File: src/rtl/render_rect_datapath.sv
// Rectangle-draw datapath: captures origin/colour, then scans a BOX_W x BOX_H box one pixel per cycle.
// Build macro RECT_CLIP_EN: pixels whose unwrapped coordinate leaves SCREEN_W x SCREEN_H get plot=0.
module render_rect_datapath #(
    parameter int X_W      = 8,
    parameter int Y_W      = 7,
    parameter int C_W      = 3,
    parameter int BOX_W    = 4,
    parameter int BOX_H    = 4,
    parameter int SCREEN_W = 160,
    parameter int SCREEN_H = 120
) (
    input  logic           clk,
    input  logic           reset,
    input  logic [X_W-1:0] data_in,
    input  logic [C_W-1:0] colour_in,
    input  logic           ld_x,
    input  logic           ld_y,
    input  logic           start_count,
    output logic [X_W-1:0] x_out,
    output logic [Y_W-1:0] y_out,
    output logic [C_W-1:0] colour_out,
    output logic           plot,
    output logic           busy,
    output logic           done,
    output logic [1:0]     state_dbg
);

    typedef enum logic [1:0] {
        IDLE = 2'd0,
        DRAW = 2'd1,
        DONE = 2'd2
    } state_t;

    localparam logic [X_W-1:0] CX_LAST = X_W'(BOX_W - 1);
    localparam logic [Y_W-1:0] CY_LAST = Y_W'(BOX_H - 1);

    if (BOX_W < 1 || BOX_W > (1 << X_W) || BOX_H < 1 || BOX_H > (1 << Y_W) ||
        SCREEN_W < 1 || SCREEN_H < 1) begin : g_param_check
        $error("render_rect_datapath: parameter out of range");
    end

    state_t         state, state_n;
    logic [X_W-1:0] x_reg, x_snap, cx, cx_n;
    logic [Y_W-1:0] y_reg, y_snap, cy, cy_n;
    logic [C_W-1:0] c_reg, c_snap;
    logic           start_box;
    logic [X_W-1:0] x_base, sum_x;
    logic [Y_W-1:0] y_base, sum_y;
    logic [C_W-1:0] c_base;
    logic           in_bounds;

    // plot acts as a valid strobe toward the VGA adapter: one pixel per cycle
    // while high, no ready/backpressure; the adapter must accept every plot cycle.
    always_ff @(posedge clk or posedge reset) begin
        if (reset) state <= IDLE;
        else       state <= state_n;
    end

    always_comb begin
        state_n   = state;
        start_box = 1'b0;
        cx_n      = cx;
        cy_n      = cy;
        unique case (state)
            IDLE: begin
                if (start_count) begin
                    state_n   = DRAW;
                    start_box = 1'b1;
                    cx_n      = '0;
                    cy_n      = '0;
                end
            end
            DRAW: begin
                if (cx == CX_LAST) begin
                    cx_n = '0;
                    if (cy == CY_LAST) begin
                        cy_n    = '0;
                        state_n = DONE;
                    end else begin
                        cy_n = cy + 1'b1;
                    end
                end else begin
                    cx_n = cx + 1'b1;
                end
            end
            DONE: begin
                if (start_count) begin
                    state_n   = DRAW;
                    start_box = 1'b1;
                    cx_n      = '0;
                    cy_n      = '0;
                end else begin
                    state_n = IDLE;
                end
            end
            default: state_n = IDLE;
        endcase
    end

    // The box starting this edge uses the live origin registers, not the stale snapshot.
    assign x_base = start_box ? x_reg : x_snap;
    assign y_base = start_box ? y_reg : y_snap;
    assign c_base = start_box ? c_reg : c_snap;
    assign sum_x  = x_base + cx_n;
    assign sum_y  = y_base + cy_n;

`ifdef RECT_CLIP_EN
    logic [X_W:0] wide_x;
    logic [Y_W:0] wide_y;
    assign wide_x    = {1'b0, x_base} + {1'b0, cx_n};
    assign wide_y    = {1'b0, y_base} + {1'b0, cy_n};
    assign in_bounds = (32'(wide_x) < 32'(SCREEN_W)) && (32'(wide_y) < 32'(SCREEN_H));
`else
    assign in_bounds = 1'b1;
`endif

    always_ff @(posedge clk or posedge reset) begin
        if (reset) begin
            x_reg      <= '0;
            y_reg      <= '0;
            c_reg      <= '0;
            x_snap     <= '0;
            y_snap     <= '0;
            c_snap     <= '0;
            cx         <= '0;
            cy         <= '0;
            x_out      <= '0;
            y_out      <= '0;
            colour_out <= '0;
            plot       <= 1'b0;
            busy       <= 1'b0;
            done       <= 1'b0;
        end else begin
            cx <= cx_n;
            cy <= cy_n;
            if (ld_x) x_reg <= data_in;
            if (ld_y) begin
                y_reg <= data_in[Y_W-1:0];
                c_reg <= colour_in;
            end
            if (start_box) begin
                x_snap <= x_reg;
                y_snap <= y_reg;
                c_snap <= c_reg;
            end
            plot <= (state_n == DRAW) && in_bounds;
            busy <= (state_n == DRAW);
            done <= (state_n == DONE);
            if (state_n == DRAW) begin
                x_out      <= sum_x;
                y_out      <= sum_y;
                colour_out <= c_base;
            end
        end
    end

    assign state_dbg = state;

endmodule

File: config.mk
export PLATFORM = sky130hd
export DESIGN_NAME = render_rect_datapath
export DESIGN_NICKNAME = d
export VERILOG_FILES = /design/src/rtl/render_rect_datapath.sv
export SDC_FILE = /design/constraint.sdc
export NUM_CORES = 1
export LEC_CHECK = 0
export CORE_ASPECT_RATIO = 0.8
export CORE_MARGIN = 4
export CORE_UTILIZATION = 34
export DETAILED_ROUTE_END_ITERATION = 10
export PLACE_DENSITY = 0.52
export SETUP_SLACK_MARGIN = 0.3
export SYNTH_ARGS = -nofsm -noshare
export SYNTH_HDL_FRONTEND = slang
export SYNTH_SLANG_ARGS = --single-unit
File: constraint.sdc
create_clock -name clk -period 5.3 [get_ports clk]
set_input_delay 0.53 -clock clk [delete_from_list [all_inputs] [get_ports clk]]
set_output_delay 0.53 -clock clk [all_outputs]
set_load 0.02 [all_outputs]
# Word level (Yosys, flattened, before mapping)
# Index checks and enable logic that the tools add are counted.
dict set report op_classes {
  addsub 4
  n_mul 0
  div_mod_pow 0
  order_cmp 0
  n_eq_ne 6
  shifts 0
  n_mux 17
  n_bitwise 0
  reduce_logical 2
}
# cell count
set ops {}
lappend ops {{two-way mux 7 bit} 4}
lappend ops {{two-way mux 8 bit} 3}
lappend ops {{case mux 8 bit (2 select lines)} 1}
lappend ops {{case mux 7 bit (2 select lines)} 1}
lappend ops {{adder 8 x 1 -> 8 bit, second input constant} 1}
lappend ops {{adder 8 bit} 1}
lappend ops {{== test 8 x 2 -> 1 bit, second input constant} 1}
lappend ops {{adder 7 x 1 -> 7 bit, second input constant} 1}
lappend ops {{adder 7 bit} 1}
lappend ops {{== test 7 x 2 -> 1 bit, second input constant} 1}
lappend ops {{two-way mux 2 bit} 3}
lappend ops {{case mux 2 bit (3 select lines)} 1}
lappend ops {{== test 2 x 1 -> 1 bit, second input constant} 2}
lappend ops {{== test 2 bit, second input constant} 2}
lappend ops {{two-way mux 1 bit} 3}
lappend ops {{two-way mux 3 bit} 1}
lappend ops {{zero test 2 bit} 1}
lappend ops {{OR reduction 2 bit} 1}
dict set report totals {
  regBits 73
  latchBits 0
  ram_bits 0
  romBits 0
  input_bits 16
  elab_cells 43
  memories 0
}

# Longest topological paths before layout
# Gate-level depths: netlist of run 1.
dict set report depth {
  depth_word 5
  mapped_depth 16
  ltp_nobuf 15
}

# Worst setup path after synthesis of run 1
# No wires, ideal clock.
dict set report synth_timing {
  path_type {reg2reg}
  startpoint {reg cx[1]}
  endpoint {reg y_out[5]}
  arrival_ps 3206
  required_ps 5179
  setup_slack_ps 1973
  path_stages_with_launch 16
  n_path_buf 1
  cell_sequence {dfrtp_1 > ha_1 > or4b_4 > or4_1 > clkbuf_1 > nor2_1 > mux2i_1 > o21a_1 > inv_1 > ha_1 > a21o_1 > a21oi_1 > o21bai_1 > a21oi_1 > xor2_1 > o21ai_1}
}
dict set report synth_via {
  elab_chain_len 4
}
# item line
set synth_lines {}
lappend synth_lines {{start, declared} 43} ;# logic [X_W-1:0] x_reg, x_snap, cx, cx_n;
lappend synth_lines {{start signal, assigned} 134} ;# cx <= cx_n;
lappend synth_lines {{== test 8 x 2 -> 1 bit} 74} ;# if (cx == CX_LAST) begin
lappend synth_lines {{two-way mux 7 bit} 74}
lappend synth_lines {{case mux 7 bit (2 select lines)} 64} ;# unique case (state)
lappend synth_lines {{named net cy_n[1]} 44} ;# logic [Y_W-1:0] y_reg, y_snap, cy, cy_n;
lappend synth_lines {{adder 7 bit} 105} ;# assign sum_y = y_base + cy_n;
lappend synth_lines {{end signal, assigned} 151} ;# y_out <= sum_y;
lappend synth_lines {{end, declared} 20} ;# output logic [Y_W-1:0] y_out,
# The timed path passes the listed nets, and every way through them passes these cells.
# A chain may end at the register's enable or synchronous reset.

# Worst setup path in the final report of run 1
dict set report layout_timing {
  startpoint {reg cx[1]}
  endpoint {reg x_out[6]}
}
dict set report layout_via {
  elab_chain_len 4
}
# item line
set layout_lines {}
lappend layout_lines {{== test 8 x 2 -> 1 bit} 74}
lappend layout_lines {{two-way mux 8 bit} 74}
lappend layout_lines {{case mux 8 bit (2 select lines)} 64}
lappend layout_lines {{named net cx_n[0]} 43}
lappend layout_lines {{adder 8 bit} 104} ;# assign sum_x = x_base + cx_n;
lappend layout_lines {{end signal, assigned} 150} ;# x_out <= sum_x;
lappend layout_lines {{end, declared} 19} ;# output logic [X_W-1:0] x_out,
# The timed path passes the listed nets, and every way through them passes these cells.

==> results of run 1 <==
## worst min-delay path by stage
stage | slack, ns | to | cells past startpoint
floorplan | 0.46 | y_snap[6] | 2
global placement | 0.46 | x_out[1] | 2
detailed placement | 0.48 | colour_out[1] | 1
CTS | 0.49 | x_out[6] | 2
global route | 0.51 | y_snap[0] | 1
finish | 0.48 | x_out[1] | 2
## layer usage
metal | track usage | up-vias | routed length [um]
met4 | 0.0577 | 0 | 200
met2 | 0.207 | 52 | 3320
li1 | - | 1202 | -
met1 | 0.189 | 1156 | 3820
met3 | 0.0409 | 16 | 316
met5 | 0 | - | 0
## cells by family (layout without fill, tap and decap cells)
kind of cell	after synthesis	in the layout	synth area share
xor gates and xnor gates	12	12	0.0294
and+or+nand+nor	84	84	0.120
DFF	73	73	0.511
muxes	43	43	0.133
AOI/OAI and AO/OA	61	61	0.106
adders and majority gates	17	17	0.0637
buffers and inverters	27	69	0.0364
## power by group through the flow
| stage | sequential, mW | clock (mW) | combinational (mW) |
|---|---|---|---|
| 6_report | 0.579 | 0.572 | 0.0419 |
| 4_1_cts | 0.580 | 0.588 | 0.0434 |
| 3_3_place_gp | 0.590 | 0 | 0.0425 |
| 5_1_grt | 0.581 | 0.609 | 0.0472 |
| 2_1_floorplan | 0.586 | 0 | 0.0247 |
| 3_5_place_dp | 0.590 | 0 | 0.0434 |
## cell usage in the layout, fill, tap and decap left out, types with 3 or more instances in the layout
master            n
o31ai_1           3
o21ai_0           7
nand3_1           8
mux2_2           34
a21o_1            4
inv_1            10
inv_2             3
o21ai_1          12
clkinv_2          3
o211ai_1          3
mux2_1            3
clkdlybuf4s50_1  38
nor3_1            5
clkbuf_16         9
nor2_1           23
a31oi_1           4
nand2_1          24
o21bai_1          3
a21oi_1          17
dfrtp_1          73
ha_1             15
xor2_1            8
xnor2_1           4
nor4_1            3
mux2i_1           6
## final cells by class
cell class	instances	area [sq um]
inverters	13	48.8
fillers	1015	5900
multi-input cells	217	1620
well taps	140	175
repair buffers	40	395
flip-flops and latches	73	1830
clock buffers	11	253
clock inverters	5	30.0
## worst min-delay path: stages (launching register included)
cell and delay (ns):
dfrtp_1 0.34, nand2_1 0.05, nand2_1 0.05
## per-stage QoR
step / worst slack [ns] / power [mW] / util
after floorplan: 1.97 / 0.610 / -
after global placement: 1.61 / 0.632 / 0.397
after detailed placement: 1.56 / 0.633 / 0.397
after global routing: 1.22 / 1.24 / 0.424
after CTS: 1.53 / 1.21 / 0.424
final: 1.52 / 1.19 / 0.424
==> impl_metrics.ini, run 1 <==
[power]
p_per_area_nw_per_um2 = 275
p_sw_mw = 0.260
p_clk_frac = 0.480
p_comb_frac = 0.035
ir_worst_vdd_mv = 0.127
leakagePower_nw = 2.01
p_seq_frac = 0.485
netSwitchingFraction = 0.218
p_int_mw = 0.934

[detailed_routing]
drcViolationCount = 0
drt_iter0_markers = 157
first_pass_iters = 4
finalWirelength_um = 7650
wire_per_inst_um = 15.3
vias = 2426
viasPerCell = 4.86
ant_nets = 0

[setup_path]
endpoint_kind = flip-flop
critPathSlowestCell = o41ai_2
critPathLaunch = cx[1]
worstRegToRegCells = 12
cp_top_family = compound AO/OA/AOI/OAI gates
worstSetupPathType = reg -> reg
cp-endpoint = x_out[6]
cp.required_ns = 5.48
slowest_delay_ns = 0.59
critPathMaxFanout = 8
startpoint_type = flip-flop
cp.arrival_ns = 3.96
r2r_start = cx[1]
regToRegSetupSlack_ns = 1.52
rr_endpoint = x_out[6]
path_cells = ha_1 -> or4b_4 -> o41ai_2 -> o21ai_0 -> ha_1 -> fa_1 -> a21o_1 -> a21oi_1 -> o21bai_1 -> a21oi_1 -> xor2_1 -> o21ai_1
cp.depth = 12
path_buf_inv = 0

[cts]
htree_levels = 3
clkLatencyLatePin_ns = 0.33
post_cts_buffers = 0
holdBufCountCts = 0
cts_tree = done
cts_made_buffers = 9
clk_path_buf_depth = 2
cts_resized = 0
clk_pin_slew_ns = 0.06
cts-root-buf = clkbuf_16
cts_sinks = 73

[timing]
fin_setup_tns_ns = 0
finalSetupViolations = 0
finalHoldWorstSlack_ns = 0.477
finalHoldViolCount = 0
clock_skew_ns = 0.00849
slew_headroom = 0.333
period_minus_slack_ns = 3.78
rsz0062_at_grt = false
period_share = 0.712
slew_viol_final = 0
worst_slew_pin_slew_ns = 1.00
fmax_ghz = 0.265

[synthesis]
ys_ff_latch = 73
post-synth-top-area-fraction = 0.511
ys_top_cells_by_count = dfrtp_1 (73), mux2_2 (34), nand2_1 (24)
synth_edf_count = 0
ys_types = 49
seq_area_frac_synth = 0.511
avgSynthCellArea_sq_um = 11.3
synthCells = 317
synth_warnings = 0
async_flop_share = 1.00
yosys_most_used_dff = dfrtp_1
synth_top_area_cell = dfrtp_1
synthTopCellsByArea = dfrtp_1 (51%), mux2_2 (11%), ha_1 (5.3%)
yosysMostFrequentCell = dfrtp_1
netlist_area_sq_um = 3570
syn_nets = 350

[layout]
syn2layout_area_growth_pct = 21.6
finish.instance_area_sq_um = 4340
final_cells = 499
nets = 387
drive_gt1_frac = 0.175
n_antenna_cell = 0

[placement]
placed_area_sq_um = 4060
portBuffers = 38
placedCellCount = 483
place.gp.congestion = 0.822
dpl.hpwl_um = 5460

[floorplanning]
die_x_um = 123
initial_utilization = 0.349
die_y_um = 99.7
die-area_sq_um = 12200
coreArea_sq_um = 10200
row_count = 33
pin_count = 39

[global_route]
track_usage = 0.139
grt_pass1_vias = 2479
grt-ovfl-total = 0
grt_max_degree = 74
antenna_found_initial = 0
grt_pass1_wl_um = 13000

[hold_path]
hp-class = reg -> reg
hp-start = x_out[1]

[flow_run]
drv_cap = 0

[status]
run_status = finished, final reports clean
Note: power is estimated with default switching activity, not from simulation.
==> run 2: changes to the inputs <==
PLACE_DENSITY = 0.54   (was 0.52)
clock period = 3.2 ns   (was 5.3 ns; I/O delays follow)
==> run 2 against run 1 <==
  * The run now ends with negative setup slack left
  * Critical path depth is 1 higher
  * Non-clock buffer count is 40 higher
  * Die area stayed put
  * Sequential power is 65% higher
  * Hold slack worse by 0.18 ns
  * Setup slack worse by 1.6 ns
  * Cell count is 7.6% higher
  * Wire length is 8.4% higher
  * Count of clock-buffer cells in the layout is 2 lower
  * Core utilization is 5.8 points higher
  * Global-route usage is 0.65 points higher
  * Highest routed layer unchanged
==> impl_metrics.ini, run 2 (synthesis gave the netlist of run 1 again) <==
[global_route]
grt_pass1_wl_um = 13700
met2_usage = 0.205
grt_pass1_vias = 2729
busiest_layer = met1
met3_usage = 0.0335
track_usage = 0.145
antenna_found_initial = 0
grt_max_degree = 37
met1_usage = 0.213
grt-ovfl-total = 0

[setup_path]
startpoint_type = flip-flop
cp.required_ns = 3.41
path_buf_inv = 2
path_cells = ha_2 -> or4b_4 -> or4_4 -> o31ai_4 -> ha_2 -> inv_2 -> fa_1 -> inv_1 -> a21oi_2 -> o21bai_2 -> o211a_1 -> nor4_2 -> nand3b_1
cp.arrival_ns = 3.46
critPathSlowestCell = or4_4
worstSetupPathType = reg -> reg
slowest_delay_ns = 0.56
cp_common_cell = ha_2
cp_top_family = simple AND/OR/NAND/NOR gates
critPathMaxFanout = 5
endpoint_kind = flip-flop

[detailed_routing]
first_pass_iters = 4
vias = 2661
wire_per_inst_um = 15.5
ant_nets = 0
viasPerCell = 4.96
drcViolationCount = 0
drt_iter0_markers = 103
finalWirelength_um = 8300

[power]
leakagePower_nw = 2.26
ir_worst_vdd_mv = 0.324
p_per_area_nw_per_um2 = 436
finalPower_mw = 2.15

[cts]
cts_tree = done
htree_levels = 3
cts-root-buf = clkbuf_16
cts_sinks = 73
clkLatencyLatePin_ns = 0.33
clk_path_buf_depth = 2
cts_made_buffers = 9
clk_pin_slew_ns = 0.06

[timing]
slew_headroom = 0.651
fmax_ghz = 0.308
slew_viol_final = 0
worst_slack_ns = -0.0513
fin_setup_tns_ns = -0.142
rsz0062_at_grt = true
worst_slew_pin_slew_ns = 0.519
period_minus_slack_ns = 3.25
period_share = 1.02
clock_skew_ns = 0.00764
finalHoldViolCount = 0
finalSetupViolations = 3

[layout]
n_antenna_cell = 0
final_cells = 537
nets = 427
final_common_cell = dfrtp_1
layout_common_cells = dfrtp_1 (73), buf_4 (41), clkdlybuf4s50_1 (38), mux2_2 (34), nand2_1 (22)
syn2layout_area_growth_pct = 38.3
drive_gt1_frac = 0.350

[placement]
pre_cts_slack_ns = -0.114
portBuffers = 38
placedCellCount = 515
place.gp.congestion = 0.791
dpl.hpwl_um = 6040

[status]
run_status = finished with violations
failed_checks = negative setup slack

[floorplanning]
row_count = 33
die_x_um = 123
die-area_sq_um = 12200
pin_count = 39
die_y_um = 99.7
initial_utilization = 0.349
coreArea_sq_um = 10200

[flow_run]
drv_cap = 0

[hold_path]
hp-class = in -> async
-- run 2: where the power goes --
group,switching (mW),total (mW),internal (mW)
logic,0.0323,0.0703,0.0380
registers,0.0121,0.958,0.946
clock network,0.372,1.13,0.753
-- run 2: final timing paths --
| path | from | to | slack, ns | cells after the start |
|---|---|---|---|---|
| worst max-delay path | cx[1] | y_out[6] | -0.05 | 13 |
| worst min-delay path | reset | y_reg[6] | 0.30 | 2 |
| worst max register to register | cx[1] | y_out[6] | -0.05 | 13 |
| worst min register to register | x_out[1] | x_out[1] | 0.47 | 2 |
| max in group asynchronous | reset | x_out[7] | 2.07 | 3 |
| min in group clk | x_out[1] | x_out[1] | 0.47 | 2 |
-- run 2: area by class of cell --
type,instances,area [sq um]
clock inverters,5,106
flip-flops and latches,73,1830
multi-input cells,217,1860
well taps,140,175
repair buffers,80,699
fillers,985,5300
clock buffers,9,225
inverters,13,48.8
-- run 2: through the flow --
| stage | instance area (sq um) | utilization | hold WS [ns] |
|---|---|---|---|
| finish | 4940 | 0.483 | 0.301 |
| global route | 4940 | 0.483 | 0.328 |
| CTS | 4790 | 0.467 | 0.314 |
| detailed placement | 4340 | 0.424 | 0.461 |
| global placement | 4340 | 0.424 | 0.455 |
| floorplan | 3610 | - | 0.464 |
-- run 2: repair_timing --
item / in CTS / in global routing
cloned: 0 / 0
setup endpoints to repair: 11 / 11
hold buffers: 0 / 0
pin swaps: 5 / 23
buffers inserted: 6 / 2
gates resized for setup: 17 / 27
-- run 2: metal layers --
layer | vias to the layer above | share of wire
met5 | - | 0
li1 | 1279 | -
met2 | 45 | 0.44
met3 | 10 | 0.027
met4 | 0 | 0.016
met1 | 1327 | 0.52
==> run 3: changes to the inputs <==
ABC_AREA = 1   (was not set)
==> run 3 against run 2 <==
  * The run now ends clean
  * Non-clock buffer count fell by 37
  * Count of clock-buffer cells in the layout rose by 5
  * Clock power fell by 8%
  * First-iteration DRC count rose to 2.7 times the previous value
  * Sequential power rose by 52%
  * Register-to-register slack improved by 0.60 ns
  * Synthesized area rose by 1.3%
  * Core utilization fell by 4.8 points
==> impl_metrics.ini, run 3 <==
[status]
run_status = finished, final reports clean

[floorplanning]
coreArea_sq_um = 10300
die-area_sq_um = 12400
pin_count = 39
die_y_um = 100
row_count = 33
die_x_um = 123
initial_utilization = 0.351

[timing]
worst_slew_pin_slew_ns = 0.736
fmax_ghz = 0.376
slew_headroom = 0.508
period_minus_slack_ns = 2.66
finalHoldWorstSlack_ns = 0.435
fin_setup_tns_ns = 0
period_share = 0.830
finalSetupViolations = 0
finalHoldViolCount = 0
slew_viol_final = 0
clock_skew_ns = 0.00671
worst_slack_ns = 0.544
rsz0062_at_grt = false

[synthesis]
synth_top_area_cell = dfrtp_1
yosys_most_used_dff = dfrtp_1
ys_top_cells_by_count = nand2_1 (117), dfrtp_1 (73), inv_1 (43)
netlist_area_sq_um = 3620
synthTopCellsByArea = dfrtp_1 (50%), nand2_1 (12%), o21ai_0 (5.5%)
ys_types = 35
synth_edf_count = 0
synthCells = 412
synth_warnings = 0
yosysMostFrequentCell = nand2_1
syn_nets = 445
seq_area_frac_synth = 0.505
post-synth-top-area-fraction = 0.505
ys_ff_latch = 73
avgSynthCellArea_sq_um = 8.79
async_flop_share = 1.00

[layout]
final_common_cell = nand2_1
n_antenna_cell = 0
fin_util = 0.435
drive_gt1_frac = 0.104
syn2layout_area_growth_pct = 24.0
layout_common_cells = nand2_1 (117), dfrtp_1 (73), inv_1 (42), o21ai_0 (40), clkdlybuf4s50_1 (38)
final_cells = 600
nets = 488
finish.instance_area_sq_um = 4490

[setup_path]
slowest_delay_ns = 0.35
path_buf_inv = 0
critPathSlowestCell = dfrtp_1
endpoint_kind = flip-flop
cp.arrival_ns = 2.87
startpoint_type = flip-flop
critPathMaxFanout = 4
cp_top_family = compound AO/OA/AOI/OAI gates
path_cells = ha_2 -> nand2_1 -> nor2_2 -> nand2_2 -> nor2_4 -> o21ai_0 -> o22ai_1 -> ha_1 -> a21oi_1 -> nand2_1 -> a21oi_1 -> nor2_1 -> nor2_1 -> xor2_1 -> o21ai_1
worstSetupPathType = reg -> reg
cp.required_ns = 3.42

[cts]
holdBufCountCts = 0
htree_levels = 3
cts-root-buf = clkbuf_16
cts_sinks = 73
cts_made_buffers = 9
clk_pin_slew_ns = 0.06
clk_path_buf_depth = 2
cts_tree = done
clkLatencyLatePin_ns = 0.34

[detailed_routing]
finalWirelength_um = 8090
drcViolationCount = 0
drt_iter0_markers = 280
wire_per_inst_um = 13.5
vias = 2757
first_pass_iters = 4
ant_nets = 0
viasPerCell = 4.60

[placement]
portBuffers = 38
place.gp.congestion = 0.828
placedCellCount = 583
placed_area_sq_um = 4160
pre_cts_slack_ns = 0.314
dpl.hpwl_um = 6080

[global_route]
grt_pass1_vias = 2715
met1_usage = 0.213
grt-ovfl-total = 0
track_usage = 0.144
busiest_layer = met1
grt_max_degree = 42
grt_pass1_wl_um = 13600
antenna_found_initial = 0
met3_usage = 0.0445
met2_usage = 0.203

[power]
ir_worst_vdd_mv = 0.404
finalPower_mw = 4.77
leakagePower_nw = 2.15
p_per_area_nw_per_um2 = 1060

[flow_run]
drv_cap = 0

[hold_path]
hp-class = in -> async
## run 3: changes by cell type in the layout (fill, tap and decap cells not counted), sizes merged, moves of 5 or more
cell	delta
inv	+36
buf	-37
o21ai	+30
nand2	+98
o22ai	+6
mux2i	-6
clkbuf	+5
mux2	-34
a21oi	-8
nand3	+16
## run 3: repair_timing
| item | 4_1_cts | 5_1_grt |
|---|---|---|
| resized for setup | 0 | 4 |
| endpoints found under the setup margin | 0 | 3 |
| buffers inserted | 0 | 1 |
## run 3: report_power, final
group | internal, mW | switching, mW
Combinational | 0.926 | 1.35
Clock | 0.667 | 0.373
Sequential | 1.27 | 0.185
Total | 2.87 | 1.91
## run 3: kinds of logic (layout without fill, tap and decap cells)
| family | count (synthesis) | after routing | share of synthesized area |
|---|---|---|---|
| AND/OR/NAND/NOR | 175 | 175 | 0.216 |
| flip-flops | 73 | 73 | 0.505 |
| AO/OA/AOI/OAI | 71 | 71 | 0.103 |
| buffers and inverters | 61 | 109 | 0.0743 |
| adder cells (fa/ha/maj) | 17 | 17 | 0.0629 |
| XOR/XNOR | 12 | 12 | 0.0290 |
| multiplexers | 3 | 3 | 0.00933 |
## run 3: area by class of cell
cell class | count | area [sq um]
Timing Repair Buffer | 43 | 443
Multi-Input combinational cell | 278 | 1540
Inverter | 50 | 195
Sequential cell | 73 | 1830
Clock inverter | 2 | 35.0
Clock buffer | 14 | 274
Fill cell | 1036 | 5830
Tap cell | 140 | 175
## run 3: per-layer routing
metal	wire, um	vias up
met2	3430	56
met5	0	-
met3	446	8
met1	4140	1274
met4	69	0
li1	-	1419
## run 3: path summary, 6_finish.rpt
path                            end  slack (ns)  depth (start not counted)     start
max                        y_out[5]        0.54                         15     cx[1]
min                        y_out[6]        0.44                          2     reset
max reg2reg                y_out[5]        0.54                         15     cx[1]
min reg2reg                y_out[0]        0.48                          2  y_out[0]
max in group asynchronous  c_reg[1]        2.10                          3     reset
min in group clk           y_out[0]        0.48                          2  y_out[0]
